### config.mk
export PLATFORM = sky130hd
export DESIGN_NAME = alu_arb
export DESIGN_NICKNAME = d
export VERILOG_FILES = /design/src/rtl/alu_arb.sv
export SDC_FILE = /design/constraint.sdc
export NUM_CORES = 1
export LEC_CHECK = 0
export BUFFER_PORTS_ARGS = -buffer_cell sky130_fd_sc_hd__clkbuf_2
export CAP_MARGIN = 20
export CORE_AREA = 10 10 112 114
export DETAILED_ROUTE_END_ITERATION = 10
export DIE_AREA = 0 0 122 124
export GPL_TIMING_DRIVEN = 1
export PLACE_DENSITY = 0.75
export SLEW_MARGIN = 0
export SYNTH_ARGS = -nofsm -noshare
export SYNTH_HDL_FRONTEND = slang
export SYNTH_SLANG_ARGS = --single-unit
### constraint.sdc
create_clock -name CLK -period 1.9 [get_ports CLK]
set_input_delay 0.19 -clock CLK [delete_from_list [all_inputs] [get_ports CLK]]
set_output_delay 0.19 -clock CLK [all_outputs]
set_load 0.005 [all_outputs]
### src/rtl/alu_arb.sv
// alu_arb: two-requester round-robin arbiter in front of a shared combinational ALU, with a one-deep result slot per requester.
// Defining ALU_ARB_STATS_EN adds saturating per-requester grant counters (GNT_CNT0/GNT_CNT1).
module alu_arb #(
   parameter int INIT_PRI = 0
) (
   input  logic        CLK,
   input  logic        RSTN,
   input  logic [1:0]  REQ_VALID,
   output logic [1:0]  REQ_READY,
   input  logic [7:0]  REQ_OP,
   input  logic [63:0] REQ_A,
   input  logic [63:0] REQ_B,
   output logic [1:0]  RSP_VALID,
   output logic [63:0] RSP_DATA,
   input  logic [1:0]  RSP_READY,
   output logic [3:0]  ALUOP_E,
   output logic [31:0] ALUSRC1,
   output logic [31:0] ALUSRC2,
   input  logic [31:0] ALUOUT_E
`ifdef ALU_ARB_STATS_EN
   ,
   output logic [15:0] GNT_CNT0,
   output logic [15:0] GNT_CNT1
`endif
);
   logic       ptr;
   logic       sel;
   logic [1:0] elig;
   logic [1:0] gnt;
   // A slot that drains this cycle can accept a new result at the same edge.
   always_comb begin
      elig = RSTN ? REQ_VALID & (~RSP_VALID | RSP_READY) : 2'b00;
      sel = (&elig) ? ptr : elig[1];
      gnt = (|elig) ? (sel ? 2'b10 : 2'b01) : 2'b00;
      REQ_READY = gnt;
      ALUOP_E = gnt[1] ? REQ_OP[7:4] : gnt[0] ? REQ_OP[3:0] : 4'd0;
      ALUSRC1 = gnt[1] ? REQ_A[63:32] : gnt[0] ? REQ_A[31:0] : 32'd0;
      ALUSRC2 = gnt[1] ? REQ_B[63:32] : gnt[0] ? REQ_B[31:0] : 32'd0;
   end
   always_ff @(posedge CLK) begin
      if (!RSTN) begin
         RSP_VALID <= 2'b00;
         RSP_DATA <= 64'd0;
         ptr <= 1'(INIT_PRI);
      end else begin
         for (int n = 0; n < 2; n++) begin
            if (gnt[n]) begin
               RSP_VALID[n] <= 1'b1;
               RSP_DATA[n*32 +: 32] <= ALUOUT_E;
            end else if (RSP_READY[n]) begin
               RSP_VALID[n] <= 1'b0;
            end
         end
         if (|gnt) ptr <= ~sel;
      end
   end
`ifdef ALU_ARB_STATS_EN
   always_ff @(posedge CLK) begin
      if (!RSTN) begin
         GNT_CNT0 <= 16'd0;
         GNT_CNT1 <= 16'd0;
      end else begin
         if (gnt[0] && !(&GNT_CNT0)) GNT_CNT0 <= GNT_CNT0 + 16'd1;
         if (gnt[1] && !(&GNT_CNT1)) GNT_CNT1 <= GNT_CNT1 + 16'd1;
      end
   end
`endif
endmodule

# Word level (Yosys, flattened, before mapping)
# Index checks and enable logic that the tools add are counted.
# W data, S select, Z words.
[totals]
ff_bits = 67
in_bits = 174
out_inout_bits = 136
elab_cells = 28
[op_classes]
mux = 14
n_bitwise = 4
n_reduce_logical = 5
[op_table]
columns = ["op", "n"]
rows = [
  ["$mux W32", 4],
  ["$mux W4", 2],
  ["$mux W2", 3],
  ["$mux W1", 5],
  ["$reduce_bool A2 Y1", 2],
  ["$reduce_or A2 Y1", 2],
  ["$and A2 B2 Y2", 1],
  ["$not A2 Y2", 1],
  ["$or A2 B2 Y2", 1],
  ["$reduce_and A2 Y1", 1],
  ["$not A1 Y1", 1],
]

# Longest topological paths before layout
# Gate-level depths: netlist of the first run.
[logic_depth]
word_depth = 10
ltp_mapped = 6
mapped_depth_nobuf = 3

# Worst setup path before layout of the first run
# OpenSTA, ideal clock, no wires.
[synth_path]
kind = "register to output"
startpoint = "register RSP_VALID[0]"
endpoint = "output port ALUOP_E[0]"
arrival_ns = 1.341
required_time_ns = 1.710
setup_slack_ns = 0.369
stages_incl_launch_ff = 6
n_path_buf = 2
path_cell_list = "dfxtp_1 -> nor2b_1 -> o311a_1 -> buf_6 -> buf_6 -> a32o_1"
[synth_between]
elab_chain_len = 10
word_cells_on_any_way = 11
classes_between = "mux (6); bitwise (3); reduce/logical (2)"
[synth_rtl]
columns = ["element", "line_no", "source"]
rows = [
  ["from (decl)", "13", "output logic [1:0] RSP_VALID,"],
  ["from (signal assigned)", "42", "RSP_VALID <= 2'b00;"],
  ["from (signal, indexed assignment)", "48", "RSP_VALID[n] <= 1'b1;"],
  ["from (signal, indexed assignment)", "51", "RSP_VALID[n] <= 1'b0;"],
  ["$not A2 Y2 (*)", "32", "elig = RSTN ? REQ_VALID & (~RSP_VALID | RSP_READY) : 2'b00;"],
  ["$or A2 B2 Y2 (*)", "32", ""],
  ["$and A2 B2 Y2 (*)", "32", ""],
  ["$mux W2 (*)", "32", ""],
  ["$reduce_and A2 Y1", "33", "sel = (&elig) ? ptr : elig[1];"],
  ["$mux W1", "33", ""],
  ["$mux W2", "34", "gnt = (|elig) ? (sel ? 2'b10 : 2'b01) : 2'b00;"],
  ["$mux W2 (*)", "34", ""],
  ["$mux W4", "36", "ALUOP_E = gnt[1] ? REQ_OP[7:4] : gnt[0] ? REQ_OP[3:0] : 4'd0;"],
  ["$mux W4 (*)", "36", ""],
  ["to (decl)", "16", "output logic [3:0] ALUOP_E,"],
]
# Mark *: on every way between the ends. The rest lies on a longest branch, timed or not.

# Final worst setup path of the first run
[layout_path]
startpoint = "register RSP_VALID[0]"
endpoint = "output port ALUSRC1[23]"
[layout_between]
elab_chain_len = 10
word_cells_on_any_way = 11
classes_between = "mux (6); bitwise (3); reduce/logical (2)"
[layout_rtl]
columns = ["element", "line_no", "source"]
rows = [
  ["$not A2 Y2 (*)", "32", ""],
  ["$or A2 B2 Y2 (*)", "32", ""],
  ["$and A2 B2 Y2 (*)", "32", ""],
  ["$mux W2 (*)", "32", ""],
  ["$reduce_and A2 Y1", "33", ""],
  ["$mux W1", "33", ""],
  ["$mux W2", "34", ""],
  ["$mux W2 (*)", "34", ""],
  ["$mux W32", "37", "ALUSRC1 = gnt[1] ? REQ_A[63:32] : gnt[0] ? REQ_A[31:0] : 32'd0;"],
  ["$mux W32 (*)", "37", ""],
  ["to (decl)", "17", "output logic [31:0] ALUSRC1,"],
]
# Marks and branches as above.

==> results of run 1 <==
==> final timing paths <==
check                                                 end  cells past startpoint
worst min register to register  RSP_DATA[31]$_SDFFE_PN0P_                      2
worst min-delay path             RSP_DATA[6]$_SDFFE_PN0P_                      3
worst max register to register  RSP_DATA[29]$_SDFFE_PN0P_                      8
worst max-delay path                          ALUSRC1[23]                      6
==> cell usage after synthesis, drive strengths merged <==
| cell | number | share of area |
|---|---|---|
| a31oi | 1 | 0.0018 |
| clkbuf | 17 | 0.019 |
| a32o | 68 | 0.20 |
| nor2b | 1 | 0.0018 |
| o21a | 1 | 0.0022 |
| dfxtp | 67 | 0.39 |
| o211a | 1 | 0.0029 |
| nand2 | 97 | 0.11 |
| nand2b | 1 | 0.0018 |
| a311oi | 1 | 0.0026 |
| nor2 | 1 | 0.0011 |
| and2 | 1 | 0.0018 |
| nand3 | 1 | 0.0015 |
| o311a | 1 | 0.0029 |
| o31ai | 1 | 0.0022 |
| buf | 24 | 0.064 |
| a21boi | 1 | 0.0022 |
| inv | 1 | 0.0011 |
| mux2i | 64 | 0.19 |
==> power by group through the flow <==
| stage | registers, uW | logic, uW | clock network [uW] |
|---|---|---|---|
| 2_1_floorplan | 1580 | 436 | 0 |
| 3_3_place_gp | 1570 | 885 | 0 |
| 3_5_place_dp | 1570 | 904 | 0 |
| 4_1_cts | 1540 | 964 | 1100 |
| 5_1_grt | 1550 | 1160 | 1170 |
| 6_report | 1540 | 1070 | 1060 |
==> through the flow <==
stage	hold WS, ps	power (uW)
6_report	107	3680
5_1_grt	97.8	3890
4_1_cts	85.4	3610
3_5_place_dp	447	2480
3_3_place_gp	443	2450
2_1_floorplan	348	2010
==> cell type report <==
cell class,instances,area share
Timing Repair Buffer,348,0.380
Clock inverter,4,0.00440
Sequential cell,67,0.237
Inverter,1,0.000661
Tap cell,136,0.0299
Multi-Input combinational cell,241,0.321
Clock buffer,12,0.0273
==> routing by layer <==
layer,track usage,up-vias,routed length (microns)
met2,0.359,230,9390
met1,0.209,1956,6320
met3,0.0602,20,1530
met4,0.0469,0,286
met5,0,-,0
li1,-,1944,-
==> registers in the layout (all words and copies together) (netlist names) <==
signal,cells
ptr,1
RSP_VALID,2
RSP_DATA,64
==> worst max-delay path, stage by stage, from the launching register on <==
cell and delay, ps:
dfxtp_2 320, nor2b_4 120, o311a_4 340, buf_8 150, buf_16 140, a32o_1 260, buf_2 140
==> cell families after synthesis <==
group,count (synthesis)
mux,64
buf+inv,42
compound gates,75
simple gates,102
flops,67
==> timing repair <==
item,4_1_cts,5_1_grt
gates cloned,3,13
pin swaps,6,42
endpoints found under the setup margin,70,95
resized for setup,12,53
setup buffers,8,7
==> out/metrics.yaml, run 1 <==
cts:
  cts.reportedPaths.clkPinSlew_ps: 70
  postCtsHoldBufs: 0
  cts_tree: "built"
  clock_path_buffers: 2
  root_buffer: "clkbuf_8"
  cts-buffers-inserted: 9
  cts_sinks: 67
  cts_max_level: 3
  clock_latency_ps: 330
place:
  dp_slack_ps: 139
  post-place-cells: 764
  portBuffers: 309
  place_congestion: 0.987
  hpwl_microns: 12900
  dpl_cell_area_sq_mm: 0.00502
worst_setup_path:
  crit_start: "RSP_VALID[0]$_SDFFE_PN0P_"
  r2r_slack_ps: 120
  critPathLaunchType: "register"
  arrival_ps: 1810
  r2r_start: "RSP_VALID[0]$_SDFFE_PN0P_"
  path_max_fanout: 11
  endpoint_kind: "output pin"
  worstPathRequired_ps: 1710
  worstSetupPathType: "register to output pin"
pwr:
  irDropWorstVdd_uv: 566
  power.density_mw_per_mm2: 647
  combPwrFrac: 0.292
  power.leakage_uw: 0.00291
  p_sw_uw: 1060
  sw_frac_of_total: 0.288
  internal-power_uw: 2620
  p_clk_frac: 0.288
  seqPwrFrac: 0.420
timing:
  setup_viol_count_final: 68
  tightest_slew_ps: 713
  hold_violations: 0
  fin_tns_setup_ps: -4790
  fmax_mhz: 500
  slew_headroom: 0.525
  grt_setup_unrepaired: "yes"
  period_needed_ps: 2000
  fin_crit_sh: 1.05
  final.setup_skew_ps: 3.91
  finalWorstSetupSlack_ps: -101
  slew_viol_final: 0
floorplan:
  core_sq_mm: 0.0102
  ios: 310
  die_h_microns: 124
  initial_utilization: 0.332
  die_area_sq_mm: 0.0151
  die_w_microns: 122
  row_count: 37
logic_synthesis:
  ys_ff_latch: 67
  synth-simple-area-share: 0.116
  synth.distinct_cells: 23
  synth_top_family_by_area: "compound AO/OA/AOI/OAI gates"
  yosys_warnings: 0
  synth_area_per_cell_sq_um: 9.71
  yosys.area_share.xor_xnor: 0
  synth-adder-area-share: 0
  synth-compound-area-share: 0.217
  ys_seq_area_frac: 0.395
  syn_inst: 350
  muxShareOfSynthArea: 0.188
  synth_nets: 524
  synthesis.area_sq_mm: 0.00340
routing:
  routed_wl_microns: 17500
  ant_nets: 0
  vias_per_cell: 5.13
  wl_per_cell_microns: 21.7
  via_count: 4150
  first_pass_iters: 5
  drc: 0
  drtIter0Drc: 317
global_route:
  grt_pass1_vias: 3983
  antenna_found_initial: 0
  grt_max_degree: 169
  grt_pass1_wl_microns: 23100
  gr-total-overflow: 0
  groute.usage.overall: 0.194
cells_and_area:
  multi_input_comb_area_sq_mm: 0.00182
  final_cells: 809
  fillCellCount: 901
  antenna_cells: 0
  final_core_util: 0.555
  ff_latch_area_sq_mm: 0.00135
  nNetsFinal: 842
  syn2layout_area_growth_pct: 67.2
  final_cell_mix: "clkbuf_2 (269), nand2_1 (96), dfxtp_1 (64), a32o_1 (64), mux2i_1 (64)"
  drive_gt1_frac: 0.557
  layout_commonest_cell: "clkbuf_2"
  stdcell_area_sq_mm: 0.00568
worst_hold_path:
  hp-class: "input pin to register"
  worstHoldStart: "ALUOUT_E[6]"
run:
  cap_viol_max_count: 0
outcome:
  status: "finished with violations"
  violations: "setup timing"
Note: power is estimated with default switching activity, not from simulation.
==> run 2: changes to the inputs <==
--- a/config.mk
+++ b/config.mk
@@ -16,3 +16,4 @@
 export SYNTH_ARGS = -nofsm -noshare
 export SYNTH_HDL_FRONTEND = slang
 export SYNTH_SLANG_ARGS = --single-unit
+export TNS_END_PERCENT = 30
==> constraint.sdc (replaced) <==
create_clock -name CLK -period 2.15 [get_ports CLK]
set_input_delay 0.215 -clock CLK [delete_from_list [all_inputs] [get_ports CLK]]
set_output_delay 0.215 -clock CLK [all_outputs]
set_load 0.005 [all_outputs]
==> run 2 against run 1 <==
Against the previous run: the run now ends clean; worst setup slack improved by 200 ps; combinational power decreased by 24%; clock skew grew 0.84 ps; first-iteration DRC count down 22%; sequential cell count did not move; hold slack gained 16 ps; non-clock buffer count down 23; critical path depth shrank 2; count of clock-buffer cells in the layout shrank 1; sequential share of layout area increased by 1.8 points; final area fell by 7.4%; critical endpoint is now ALUSRC2[21]; largest power group unchanged.
==> out/metrics.yaml, run 2 (same netlist as run 1, synthesis figures left out) <==
cells_and_area:
  drive_gt1_frac: 0.529
  top_register: "RSP_DATA"
  stdcell_area_sq_mm: 0.00526
  layout_commonest_cell: "clkbuf_2"
  largest_reg_flops: 64
  multi_input_comb_area_sq_mm: 0.00181
  largestRegisters: "RSP_DATA (64), RSP_VALID (2), ptr (1)"
  antenna_cells: 0
  ff_latch_area_sq_mm: 0.00134
  nNetsFinal: 819
  final_cell_mix: "clkbuf_2 (308), nand2_1 (96), a32o_1 (68)"
  final_cells: 784
  syn2layout_area_growth_pct: 54.7
  fillCellCount: 973
worst_setup_path:
  critPathLaunchType: "register"
  endpoint_kind: "output pin"
  worstPathRequired_ps: 1930
  worstSetupPathType: "register to output pin"
  path_max_fanout: 28
  cpMaxStageDelayCell: "o311a_4"
  path_cells: "o311a_4, buf_12, a32o_1, clkbuf_2"
  crit_family: "compound AO/OA/AOI/OAI gates"
  max_stage_delay_ps: 490
  cp_num_buf_inv: 2
  arrival_ps: 1830
global_route:
  grt_max_degree: 169
  antenna_found_initial: 0
  grt_pass1_wl_microns: 22500
  grt_pass1_vias: 4025
  groute.usage.overall: 0.188
  gr-total-overflow: 0
place:
  place_congestion: 1.03
  post-place-cells: 764
  dpl_cell_area_sq_mm: 0.00500
  portBuffers: 309
  dp_slack_ps: 164
  hpwl_microns: 12500
floorplan:
  initial_utilization: 0.332
  ios: 310
  die_h_microns: 124
  core_sq_mm: 0.0102
  die_w_microns: 122
  die_area_sq_mm: 0.0151
  row_count: 37
timing:
  fin_crit_sh: 0.952
  setup_viol_count_final: 0
  slew_viol_final: 0
  finalWorstSetupSlack_ps: 104
  slew_headroom: 0.534
  fin_tns_setup_ps: 0
  period_needed_ps: 2050
  grt_setup_unrepaired: "no"
  fmax_mhz: 489
  hold_violations: 0
  final.setup_skew_ps: 4.75
  tightest_slew_ps: 699
routing:
  drtIter0Drc: 246
  first_pass_iters: 5
  wl_per_cell_microns: 20.2
  vias_per_cell: 5.13
  ant_nets: 0
  routed_wl_microns: 15800
  drc: 0
  via_count: 4023
cts:
  root_buffer: "clkbuf_8"
  cts_max_level: 3
  clock_latency_ps: 340
  cts.reportedPaths.clkPinSlew_ps: 70
  cts_tree: "built"
  clock_path_buffers: 2
  cts_sinks: 67
  cts-buffers-inserted: 9
pwr:
  power_uw: 3170
  power.leakage_uw: 0.00268
  irDropWorstVdd_uv: 418
  power.density_mw_per_mm2: 603
outcome:
  status: "completed"
run:
  cap_viol_max_count: 0
worst_hold_path:
  hp-class: "input pin to register"
[run 2: cell types whose count changed in the layout (fill, tap and decap cells not counted), moves of 4 or more]
cell and change:
clkbuf_2 +39, buf_2 -37, buf_6 -14, clkbuf_16 -6
a32o_1 +4, a32o_2 -4
[run 2: layer usage]
| metal | routed length (microns) | track usage | up-vias |
|---|---|---|---|
| li1 | - | - | 1890 |
| met1 | 5540 | 0.200 | 1894 |
| met2 | 8460 | 0.341 | 217 |
| met3 | 1580 | 0.0670 | 22 |
| met4 | 224 | 0.0551 | 0 |
| met5 | 0 | 0 | - |
[run 2: power breakdown]
part | total [uW] | switching [uW] | leakage [uW] | internal, uW
registers | 1360 | 44.2 | 0.000549 | 1320
clock network | 990 | 440 | 0.0000950 | 551
logic | 818 | 398 | 0.00203 | 420
[run 2: final cells by class]
| type | count | area share |
|---|---|---|
| clock buffer | 11 | 0.0269 |
| timing repair buffer | 325 | 0.333 |
| inverter | 1 | 0.000714 |
| multi-input combinational | 241 | 0.344 |
| clock inverter | 3 | 0.00761 |
| tap | 136 | 0.0324 |
| sequential | 67 | 0.255 |
[run 2: final timing paths]
check | slack [ps] | to | cells past startpoint | start
setup / recovery | 100 | ALUSRC2[21] | 4 | ptr$_SDFFE_PN0P_
hold / removal | 120 | RSP_DATA[21]$_SDFFE_PN0P_ | 3 | ALUOUT_E[21]
setup reg to reg | 520 | RSP_DATA[27]$_SDFFE_PN0P_ | 5 | RSP_VALID[1]$_SDFFE_PN0P_
hold reg to reg | 460 | RSP_DATA[9]$_SDFFE_PN0P_ | 2 | RSP_DATA[9]$_SDFFE_PN0P_
[run 2: repair_timing]
| action | 4_1_cts | 5_1_grt |
|---|---|---|
| hold buffers | 0 | 0 |
| setup endpoints to repair | 69 | 68 |
| resized for setup | 2 | 2 |
| pin swaps | 2 | 0 |
| setup buffers | 5 | 0 |
| gates cloned | 1 | 0 |
[run 2: stage by stage]
stage                     hold slack [ps]   util
after floorplan                       373      -
after global placement                443  0.489
after detailed placement              445  0.489
after CTS                             103  0.513
after global routing                  115  0.514
final                                 123  0.514
[run 2: worst register-to-register path: stages (launching register included)]
cell      delay, ps
dfxtp_1         340
nand2b_2        120
a311oi_4        300
buf_4           180
buf_4           350
mux2i_1         260
==> run 3: changes to the inputs <==
--- a/config.mk
+++ b/config.mk
@@ -5,13 +5,13 @@
 export SDC_FILE = /design/constraint.sdc
 export NUM_CORES = 1
 export LEC_CHECK = 0
-export BUFFER_PORTS_ARGS = -buffer_cell sky130_fd_sc_hd__clkbuf_2
 export CAP_MARGIN = 20
 export CORE_AREA = 10 10 112 114
 export DETAILED_ROUTE_END_ITERATION = 10
 export DIE_AREA = 0 0 122 124
+export DONT_BUFFER_PORTS = 1
 export GPL_TIMING_DRIVEN = 1
-export PLACE_DENSITY = 0.75
+export PLACE_DENSITY = 0.49
 export SLEW_MARGIN = 0
 export SYNTH_ARGS = -nofsm -noshare
 export SYNTH_HDL_FRONTEND = slang
==> run 3 against run 2 <==
Against the previous run: count of clock-buffer cells in the layout shrank 1; largest cell class unchanged; largest power group unchanged; critical path depth did not move; total power is 7.5% lower; die area stayed put; worst setup slack better by 46 ps; cell count shrank 40%.
==> out/metrics.yaml, run 3 (same netlist as run 1, synthesis figures left out) <==
cts:
  cts-buffers-inserted: 9
  cts.reportedPaths.clkPinSlew_ps: 80
  clock_path_buffers: 2
  postCtsHoldBufs: 0
  cts_max_level: 3
  clock_latency_ps: 340
  cts_sinks: 67
  cts_tree: "built"
  root_buffer: "clkbuf_8"
worst_setup_path:
  max_stage_delay_ps: 380
  r2r_cells: 5
  crit_cells: 4
  path_max_fanout: 47
  path_cells: "nor2b_4, o311a_4, buf_12, a32o_1"
  arrival_ps: 1790
  r2r_slack_ps: 480
  worstPathRequired_ps: 1930
  worstSetupPathType: "register to output pin"
  endpoint_kind: "output pin"
  cpMaxStageDelayCell: "o311a_4"
  rr_endpoint: "RSP_DATA[51]$_SDFFE_PN0P_"
  crit_family: "compound AO/OA/AOI/OAI gates"
  cp_num_buf_inv: 1
  r2r_start: "RSP_VALID[0]$_SDFFE_PN0P_"
  critPathLaunchType: "register"
place:
  dpl_cell_area_sq_mm: 0.00343
  hpwl_microns: 10600
  portBuffers: 0
  dp_slack_ps: 219
  place_congestion: 1.01
global_route:
  grt_pass1_vias: 2739
  grt_max_degree: 170
  groute.usage.overall: 0.156
  antenna_found_initial: 0
  grt_pass1_wl_microns: 18200
  gr-total-overflow: 0
cells_and_area:
  nNetsFinal: 502
  top_register: "RSP_DATA"
  final_cell_mix: "nand2_1 (96), dfxtp_1 (67), a32o_1 (65)"
  antenna_cells: 0
  fillCellCount: 1045
  ff_latch_area_sq_mm: 0.00134
  stdcell_area_sq_mm: 0.00367
  drive_gt1_frac: 0.0901
  largest_reg_flops: 64
  multi_input_comb_area_sq_mm: 0.00181
  largestRegisters: "RSP_DATA (64), RSP_VALID (2), ptr (1)"
  layout_commonest_cell: "nand2_1"
  syn2layout_area_growth_pct: 7.91
routing:
  first_pass_iters: 6
  ant_nets: 0
  routed_wl_microns: 13600
  drc: 0
  wl_per_cell_microns: 29.1
  via_count: 2841
  vias_per_cell: 6.06
  drtIter0Drc: 297
timing:
  slew_headroom: 0.798
  fin_crit_sh: 0.931
  period_needed_ps: 2000
  fmax_mhz: 500
  fin_tns_setup_ps: 0
  grt_setup_unrepaired: "no"
  finalWorstSetupSlack_ps: 149
  hold_violations: 0
  slew_viol_final: 0
  final.setup_skew_ps: 10.9
  setup_viol_count_final: 0
  tightest_slew_ps: 303
pwr:
  p_sw_uw: 774
  p_clk_frac: 0.388
  combPwrFrac: 0.138
  internal-power_uw: 2160
  seqPwrFrac: 0.474
  power_uw: 2940
  power.density_mw_per_mm2: 800
  irDropWorstVdd_uv: 569
  sw_frac_of_total: 0.264
  power.leakage_uw: 0.00133
worst_hold_path:
  worstHoldStart: "ALUOUT_E[5]"
  min_to: "RSP_DATA[37]$_SDFFE_PN0P_"
  hp-class: "input pin to register"
  min_path_cells: 2
run:
  cap_viol_max_count: 0
floorplan:
  core_sq_mm: 0.0102
  die_area_sq_mm: 0.0151
  die_w_microns: 122
  row_count: 37
  ios: 310
  die_h_microns: 124
  initial_utilization: 0.332
outcome:
  status: "completed"
-- run 3: cell types whose count changed in the layout (fill, tap and decap cells not counted), sizes merged --
cell      previous run  this run
clkbuf             319        10
buf                 17         8
bufinv               1         2
clkinv               2         3
clkinvlp             0         1
-- run 3: area by class of cell --
cell class | count | area share
Clock buffer | 10 | 0.0348
Inverter | 1 | 0.00102
Clock inverter | 6 | 0.0246
Sequential cell | 67 | 0.366
Timing Repair Buffer | 8 | 0.0334
Tap cell | 136 | 0.0464
Multi-Input combinational cell | 241 | 0.494
-- run 3: through the flow --
step	instances	hold slack, ps	utilization
2_1_floorplan	350	373	-
3_3_place_gp	452	363	0.335
3_5_place_dp	452	367	0.335
4_1_cts	469	9.63	0.358
5_1_grt	469	22.2	0.359
6_report	469	39.7	0.359
-- run 3: worst max path at each step --
stage,startpoint,to
2_1_floorplan,RSP_VALID[0]$_SDFFE_PN0P_,ALUOP_E[0]
3_3_place_gp,RSP_VALID[0]$_SDFFE_PN0P_,RSP_DATA[52]$_SDFFE_PN0P_
3_5_place_dp,RSP_VALID[0]$_SDFFE_PN0P_,RSP_DATA[51]$_SDFFE_PN0P_
4_1_cts,RSP_VALID[0]$_SDFFE_PN0P_,ALUSRC1[28]
5_1_grt,RSP_VALID[1]$_SDFFE_PN0P_,ALUSRC2[19]
6_report,RSP_VALID[0]$_SDFFE_PN0P_,ALUSRC2[20]
-- run 3: power groups by stage --
| stage | Clock, uW | Combinational, uW | Sequential (uW) |
|---|---|---|---|
| after floorplan | 0 | 385 | 1390 |
| after global placement | 0 | 398 | 1430 |
| after detailed placement | 0 | 405 | 1420 |
| after CTS | 1170 | 409 | 1400 |
| after global routing | 1230 | 445 | 1400 |
| final | 1140 | 404 | 1390 |
-- run 3: what timing repair did --
action | in CTS | in global routing
resized for setup | 1 | 4
pin swaps | 1 | 0
hold endpoints to repair | 0 | 0
buffers inserted | 1 | 0
endpoints found under the setup margin | 35 | 6
-- run 3: metal layers --
metal  global-route usage  vias up  routed length (microns)
met5                    0        -                        0
met4               0.0566        0                      303
met3               0.0923       26                     2010
met2                0.254      216                     6630
met1                0.164     1341                     4690
li1                     -     1258                        -
